## config.mk

```make
export PLATFORM = sky130hd
export DESIGN_NAME = register_file_banked
export DESIGN_NICKNAME = d
export VERILOG_FILES = /design/src/rtl/register_file_banked.sv
export SDC_FILE = /design/constraint.sdc
export NUM_CORES = 1
export LEC_CHECK = 0
export ABC_AREA = 1
export ABC_CLOCK_PERIOD_IN_PS = 2100
export CAP_MARGIN = 20
export CORE_MARGIN = 8
export CORE_UTILIZATION = 33
export CTS_CLUSTER_SIZE = 16
export DETAILED_ROUTE_END_ITERATION = 7
export PLACE_DENSITY = 0.55
export SLEW_MARGIN = 30
export SYNTH_ARGS = -nofsm -noshare
export SYNTH_HDL_FRONTEND = slang
export SYNTH_SLANG_ARGS = --single-unit
```

## constraint.sdc

```tcl
create_clock -name Clk -period 2.1 [get_ports Clk]
set_clock_uncertainty 0.1 [all_clocks]
set_input_delay 0.315 -clock Clk [delete_from_list [all_inputs] [get_ports Clk]]
set_output_delay 0.315 -clock Clk [all_outputs]
set_load 0.005 [all_outputs]
```

## src/rtl/register_file_banked.sv

```systemverilog
// Banked CPU register file: bypassed read ports, busy scoreboard, dedicated
// flags register (index R-1) and a one-deep shadow bank for context save/restore.
module register_file_banked #(
   parameter int L       = 16,
   parameter int A       = 3,
   parameter int ZeroReg = 1,
   parameter int Bypass  = 1
) (
   input  logic                  Clk,
   input  logic                  ResetN,
   input  logic                  WriteEnA,
   input  logic [A-1:0]          AddrA,
   input  logic [L-1:0]          InDataA,
   input  logic [A-1:0]          AddrB,
   input  logic [A-1:0]          AddrC,
   output logic [L-1:0]          OutDataB,
   output logic [L-1:0]          OutDataC,
   input  logic                  UpdateFlags,
   input  logic [L-1:0]          InNewFlags,
   output logic [L-1:0]          OutFlags,
   input  logic                  BusySet,
   input  logic [A-1:0]          BusyAddr,
   output logic                  BusyB,
   output logic                  BusyC,
   input  logic                  Save,
   input  logic                  Restore,
   output logic                  ShadowValid,
   output logic [L*(2**A)-1:0]   DebugData
);

   localparam int R = 2 ** A;
   localparam logic [A-1:0] FlagsIdx = A'(R - 1);

   logic [L-1:0] regs_q   [R];
   logic [L-1:0] regs_d   [R];
   logic [L-1:0] shadow_q [R];
   logic [L-1:0] shadow_d [R];
   logic [R-1:0] busy_q;
   logic [R-1:0] busy_d;
   logic         shadow_valid_q;
   logic         shadow_valid_d;

   logic         restore_eff;
   logic         wr_eff;
   logic         flags_eff;
   logic         set_eff;
   logic [A-1:0] rd_addr [2];
   logic [L-1:0] rd_data [2];
   logic         rd_busy [2];

   function automatic logic is_zero(input logic [A-1:0] a);
      return (ZeroReg != 0) && (a == '0);
   endfunction

   // A restore only takes effect with a saved context; it then swallows all other updates.
   always_comb begin
      restore_eff = Restore && shadow_valid_q;
      wr_eff      = WriteEnA && !restore_eff && !is_zero(AddrA);
      flags_eff   = UpdateFlags && !restore_eff;
      set_eff     = BusySet && !restore_eff && !is_zero(BusyAddr);
   end

   always_comb begin
      for (int i = 0; i < R; i++) begin
         regs_d[i]   = regs_q[i];
         shadow_d[i] = shadow_q[i];
      end
      busy_d         = busy_q;
      shadow_valid_d = shadow_valid_q;

      if (restore_eff) begin
         for (int i = 0; i < R; i++) regs_d[i] = shadow_q[i];
         busy_d         = '0;
         shadow_valid_d = 1'b0;
      end else begin
         if (Save) begin
            for (int i = 0; i < R; i++) shadow_d[i] = regs_q[i];
            shadow_valid_d = 1'b1;
         end
         if (wr_eff) begin
            regs_d[AddrA] = InDataA;
            busy_d[AddrA] = 1'b0;
         end
         // Flags path is applied after port A so it wins on a collision at R-1.
         if (flags_eff) begin
            regs_d[FlagsIdx] = InNewFlags;
            busy_d[FlagsIdx] = 1'b0;
         end
         if (set_eff) busy_d[BusyAddr] = 1'b1;
      end
   end

   always_ff @(posedge Clk or negedge ResetN) begin
      if (!ResetN) begin
         for (int i = 0; i < R; i++) begin
            regs_q[i]   <= '0;
            shadow_q[i] <= '0;
         end
         busy_q         <= '0;
         shadow_valid_q <= 1'b0;
      end else begin
         for (int i = 0; i < R; i++) begin
            regs_q[i]   <= regs_d[i];
            shadow_q[i] <= shadow_d[i];
         end
         busy_q         <= busy_d;
         shadow_valid_q <= shadow_valid_d;
      end
   end

   // Read ports: flags bypass beats port-A bypass; both are suppressed while restoring.
   always_comb begin
      rd_addr[0] = AddrB;
      rd_addr[1] = AddrC;
      for (int p = 0; p < 2; p++) begin
         rd_data[p] = regs_q[rd_addr[p]];
         rd_busy[p] = busy_q[rd_addr[p]];
         if ((Bypass != 0) && !restore_eff) begin
            if (UpdateFlags && (rd_addr[p] == FlagsIdx)) begin
               rd_data[p] = InNewFlags;
               rd_busy[p] = 1'b0;
            end else if (WriteEnA && (AddrA == rd_addr[p])) begin
               rd_data[p] = InDataA;
               rd_busy[p] = 1'b0;
            end
         end
         if (is_zero(rd_addr[p]) || !ResetN) begin
            rd_data[p] = '0;
            rd_busy[p] = 1'b0;
         end
      end
   end

   always_comb begin
      for (int i = 0; i < R; i++) DebugData[i*L +: L] = regs_q[i];
   end

   assign OutDataB    = rd_data[0];
   assign OutDataC    = rd_data[1];
   assign BusyB       = rd_busy[0];
   assign BusyC       = rd_busy[1];
   assign OutFlags    = regs_q[FlagsIdx];
   assign ShadowValid = shadow_valid_q;

endmodule

```

======== Word level (Yosys, flattened, before mapping) ========
Index checks and enable logic that the tools add are counted.
cells by class
  bitwise operators ....................... 7
  divide/modulo/power cells ............... 0
  reductions and logical operators ........ 27
  add/sub/neg operators ................... 0
  equality and inequality tests ........... 4
  mux-type cells .......................... 44
  $lt $le $gt $ge ......................... 10
  multiply operators ...................... 0
  shifts and indexed selects .............. 0
operators with widths
  kind                                                  number
  2-to-1 mux 128 bit                                    2
  2-to-1 mux 16 bit                                     14
  bitwise mux 128 bit                                   1
  binary-select mux 16 bit (select 3 bit)               2
  demux 16 bit (select 3 bit)                           1
  2-to-1 mux 8 bit                                      4
  < comparator 3 x 4 -> 1 bit (second input constant)   4
  2-to-1 mux 1 bit                                      16
  logical AND 1 bit                                     13
  >= comparator 4 bit (second input constant)           3
  logical NOT 3 bit                                     4
  NOT 3 -> 4 bit                                        3
  bitwise AND 8 bit                                     1
  NOT 8 bit                                             1
  OR 8 bit                                              1
  binary-select mux 1 bit (select 3 bit)                2
  demux 1 bit (select 3 bit)                            2
  == test 3 bit                                         2
  == test 3 bit (second input constant)                 2
  >= comparator 3 x 1 -> 1 bit (second input constant)  2
  logical NOT 1 bit                                     4
  < comparator 4 x 1 -> 1 bit (second input constant)   1
  nonzero test 2 bit                                    2
  nonzero test 3 bit                                    1
  3 further kinds                                       4
storage, ports and cells
  ROM bits ................................ 0
  memories ................................ 0
  bits in registers ....................... 265
  word-level logic and storage cells ...... 110
  bits in writable memories ............... 0
  latch bits .............................. 0
  output and inout bits ................... 179

======== Depth between registers and ports, before layout ========
  depth in word-level cells ............... 13
  mapped depth ............................ 12

======== Worst setup path after synthesis ========
Ideal clock, no wire load.
  kind .................................... input -> output
  start point ............................. in AddrB[0]
  end point ............................... out BusyB
  arrival ................................. 1,288 ps
  path buffers ............................ 3
  stages on the path ...................... 9
  setup slack ............................. 397 ps
  path through ............................ buf_4 > inv_2 > buf_2 > buf_6 > a21oi_1 > o21ai_0 > nand3_1 > nand2_1 > nor3_1
on the way
  longest elaborated chain between the ends .. 6
  elaborated cells on any way between the ends .. 12
  those cells by class .................... 2 x eq/ne; 6 x mux; 4 x reduce/logical
RTL lines
  what                                                                         RTL line  source
  start: declaration                                                           14        input logic [A-1:0] AddrB,
  binary-select mux 1 bit (select 3 bit) or == test 3 bit (tied branches)      117, 122
  2-to-1 mux 1 bit (implied by the code) or logical AND 1 bit (tied branches)  117, 122
  2-to-1 mux 1 bit                                                             122       end else if (WriteEnA && (AddrA == rd_addr[p])) begin
  2-to-1 mux 1 bit                                                             119       if (UpdateFlags && (rd_addr[p] == FlagsIdx)) begin
  2-to-1 mux 1 bit                                                             118       if ((Bypass != 0) && !restore_eff) begin
  2-to-1 mux 1 bit (*)                                                         127       if (is_zero(rd_addr[p]) || !ResetN) begin
  end: declaration                                                             23        output logic BusyB,
Mark *: on every way between the ends. The rest lies on a longest branch, timed or not. The select of a mux whose other input is x is not followed.

======== Final worst setup path ========
  start point ............................. reg shadow_valid_q (netlist: ShadowValid)
  end point ............................... out OutDataC[1]
on the way
  longest elaborated chain between the ends .. 3
RTL lines
  what                      RTL line  source
  start: declaration        40        logic shadow_valid_q;
  start signal: assignment  107       shadow_valid_q <= shadow_valid_d;
  logical AND 1 bit         57        restore_eff = Restore && shadow_valid_q;
  2-to-1 mux 16 bit         118
  2-to-1 mux 16 bit         127
  end: declaration          17        output logic [L-1:0] OutDataC,
Every way passes these cells.

==> results by group <==
Global route
  • Total grt overflow: 0
  • First-pass GRT wire length: roughly 95 mm
  • Vias in the first global route: 15370
  • Antenna violations before repair: 1
  • GRT Util Overall: 0.2400
  • Largest net degree at the start of global routing: about 170

Synth
  • Synthesized cell area: ~15000 µm²
  • Synth area leaders: dfrtp_1, nand2_1, o21ai_0
  • Post-synthesis cell type count: 29
  • Synth Instances: just over 2000
  • Syn nets: a little over 2000
  • Seq cells post-synth: 265
  • Synth top area share: 0.4542
  • Yosys Warn Count: 0
  • Syn Area/Cell: slightly above 7 µm²
  • Synth area leader: dfrtp_1
  • Register area share after synthesis: 0.4542

Status
  • Failing checks: setup timing
  • Status: complete, but fails checks

Worst setup path
  • Cell mode on critical path: nand2_4
  • Worst EP required: 1.68 ns
  • Critical path's largest stage delay: slightly above 0.4 ns
  • Worst R2R Path Depth: 8
  • Crit path DAT: 1.83 ns
  • CP Cell Sequence: nand2_4, nand2_4, buf_6, buf_12, nand2_4, inv_2, nor2_2, buf_2
  • CP max FO: 6
  • Startpoint types: flop
  • Crit end category: primary output
  • Crit Path Category: reg -> out
  • Worst path slowest cell: dfrtp_1

Layout
  • Post-layout instance area: 21980 µm²
  • Commonest non-fill, non-tap cell in the layout: nand2_1
  • Share of layout cells above drive strength 1: 0.3080
  • Fillers: between 4000 and 5000
  • Nets@finish: 2592
  • Most frequent cells in the layout: nand2_1, buf_4, dfrtp_1
  • Area Growth Syn to Fin: 50.57%
  • Antenna diode count: 0

Clock tree
  • Later-pin clock latency in the skew report: 0.57 ns
  • Root buf cell: clkbuf_16
  • CTS tree: yes
  • Num CTS Buffers: 29
  • CTS clk-pin slew, worst paths: around 0.060 ns
  • CTS Sinks: between 200 and 300
  • H-tree level count: 1
  • Max clock buf depth: 3

Detailed routing
  • WL/cell: around 20 µm
  • WL final: roughly 64 mm
  • Drt first pass iters: 8
  • Vias: 16150
  • Routed Antenna Nets: 0
  • Via-per-instance ratio: a little over 5
  • Number of remaining DRC errors: 0
  • First DRT Iteration DRCs: ~1500

Timing
  • Final hold violations: 0
  • Final setup TNS: -3.056 ns
  • Ratio of final minimum period to clock period: 1.069
  • Final setup viols: 34
  • WHS: approximately 0.3 ns
  • RSZ-0062 raised after global routing: true
  • Max Clk Rate: 445.5 MHz
  • Final WS setup: -0.1444 ns
  • Fin crit period: around 2.2 ns
  • Worst slew pin tran: 0.6265 ns
  • Tightest slew margin relative to the limit: 0.5823
  • Slew Limit Fails: 0

Placed design
  • Place WS: -0.8832 ns
  • Gpl congestion: just over 0.9
  • Dpl cell area: a little under 20000 µm²
  • I/O Buffers: between 200 and 250
  • DP HPWL: between 40 and 50 mm

Power and ir drop
  • PwrDens: ~1100 nW/µm²
  • Static Leak: about 11 nW
  • Worst IR Drop VDD: around 0.64 mV
  • PnR Total Power: 23.94 mW

Floorplanning
  • DIE AREA: approximately 50000 µm²
  • Core area: 43930 µm²
  • IO Pins: 230
  • Die Span Y: approximately 230 µm
  • Site Rows: between 70 and 80
  • Starting Density: 0.3323
  • Die W: about 230 µm

Worst hold path
  • Hold WC Path Type: in -> async

Run
  • Max-cap violations: 0
==> registers in the layout, summed over array words and instances (netlist names) <==
name,cells
OutFlags,16
busy_q,8
ShadowValid,1
DebugData,112
shadow_q,128
==> where the power goes <==
group          total [mW]  leakage (nW)  switching, mW  internal [mW]
Combinational        10.7          7.20           5.23           5.48
Clock                5.06         0.446           2.19           2.87
Sequential           8.16          3.45           1.22           6.94
Total                23.9          11.1           8.64           15.3
==> critical path: cells and delay by family (launching register included) <==
kind | cells | cell delay [ns]
flip-flops | 1 | 0.41
buffers and inverters | 4 | 0.43
AND/OR/NAND/NOR | 4 | 0.42
==> metrics by stage <==
stage	utilization	cells
2_1_floorplan	-	2011
3_3_place_gp	0.4417	2979
3_5_place_dp	0.4417	2979
4_1_cts	0.4840	3109
5_1_grt	0.5004	3154
6_report	0.5004	3154
==> worst paths after layout <==
kind	startpoint	endpoint	slack, ns
min	ResetN	shadow_q[32]$_DFFE_PN0P_	0.30
min in group Clk	BusySet	busy_q[6]$_DFF_PN0_	0.33
max reg2reg	ShadowValid$_DFFE_PN0P_	DebugData[25]$_DFFE_PN0P_	0.11
max	ShadowValid$_DFFE_PN0P_	OutDataC[1]	-0.14
min reg2reg	shadow_q[59]$_DFFE_PN0P_	DebugData[75]$_DFFE_PN0P_	0.38
max in group asynchronous	ResetN	shadow_q[70]$_DFFE_PN0P_	0.31
==> area by class of cell <==
cell class              count  area [µm²]  area share
flip-flops and latches    265        6636      0.3019
multi-input cells        1420        7159      0.3257
clock buffers              41       830.8     0.03779
well taps                 592       740.7     0.03370
clock inverters            11       90.09    0.004098
repair buffers            646        5837      0.2655
inverters                 179       688.2     0.03131
==> logic make-up (layout without fill, tap and decap cells) <==
group / after synthesis / in the layout / synth area share
compound gates: 366 / 366 / 0.1505
buf+inv: 326 / 877 / 0.09847
flops: 265 / 265 / 0.4542
mux: 10 / 10 / 0.007714
simple gates: 1044 / 1044 / 0.2891
==> cell usage after synthesis <==
master	count
nor3_1	1
buf_2	53
o211ai_1	31
nor3_4	1
o221ai_1	74
clkinv_2	1
dfrtp_1	265
a21oi_1	62
buf_4	27
inv_1	168
buf_6	6
mux2_2	10
nand2_1	797
nand2_4	1
inv_2	9
nor2_2	4
o21ai_1	12
nand3_1	173
o31ai_1	1
nor2_4	1
nand2_2	5
a31oi_2	1
nand3_2	5
clkinv_1	1
nand4_1	1
o21ai_0	185
nor2_1	55
clkbuf_1	47
buf_1	14
==> per-layer routing <==
metal,track usage,routed length (µm)
met3,0.04462,4924
met4,0.06811,1614
met1,0.3378,28280
met5,0,10
met2,0.3735,28680
==> what timing repair did <==
item | 4_1_cts | 5_1_grt
hold buffers | 1 | 0
buffers inserted | 72 | 44
endpoints found under the setup margin | 78 | 228
resized for setup | 317 | 192
cloned | 6 | 2
pin swaps | 56 | 75
endpoints found under the hold margin | 31 | 0
No activity file was read; power rests on OpenSTA's default activity.
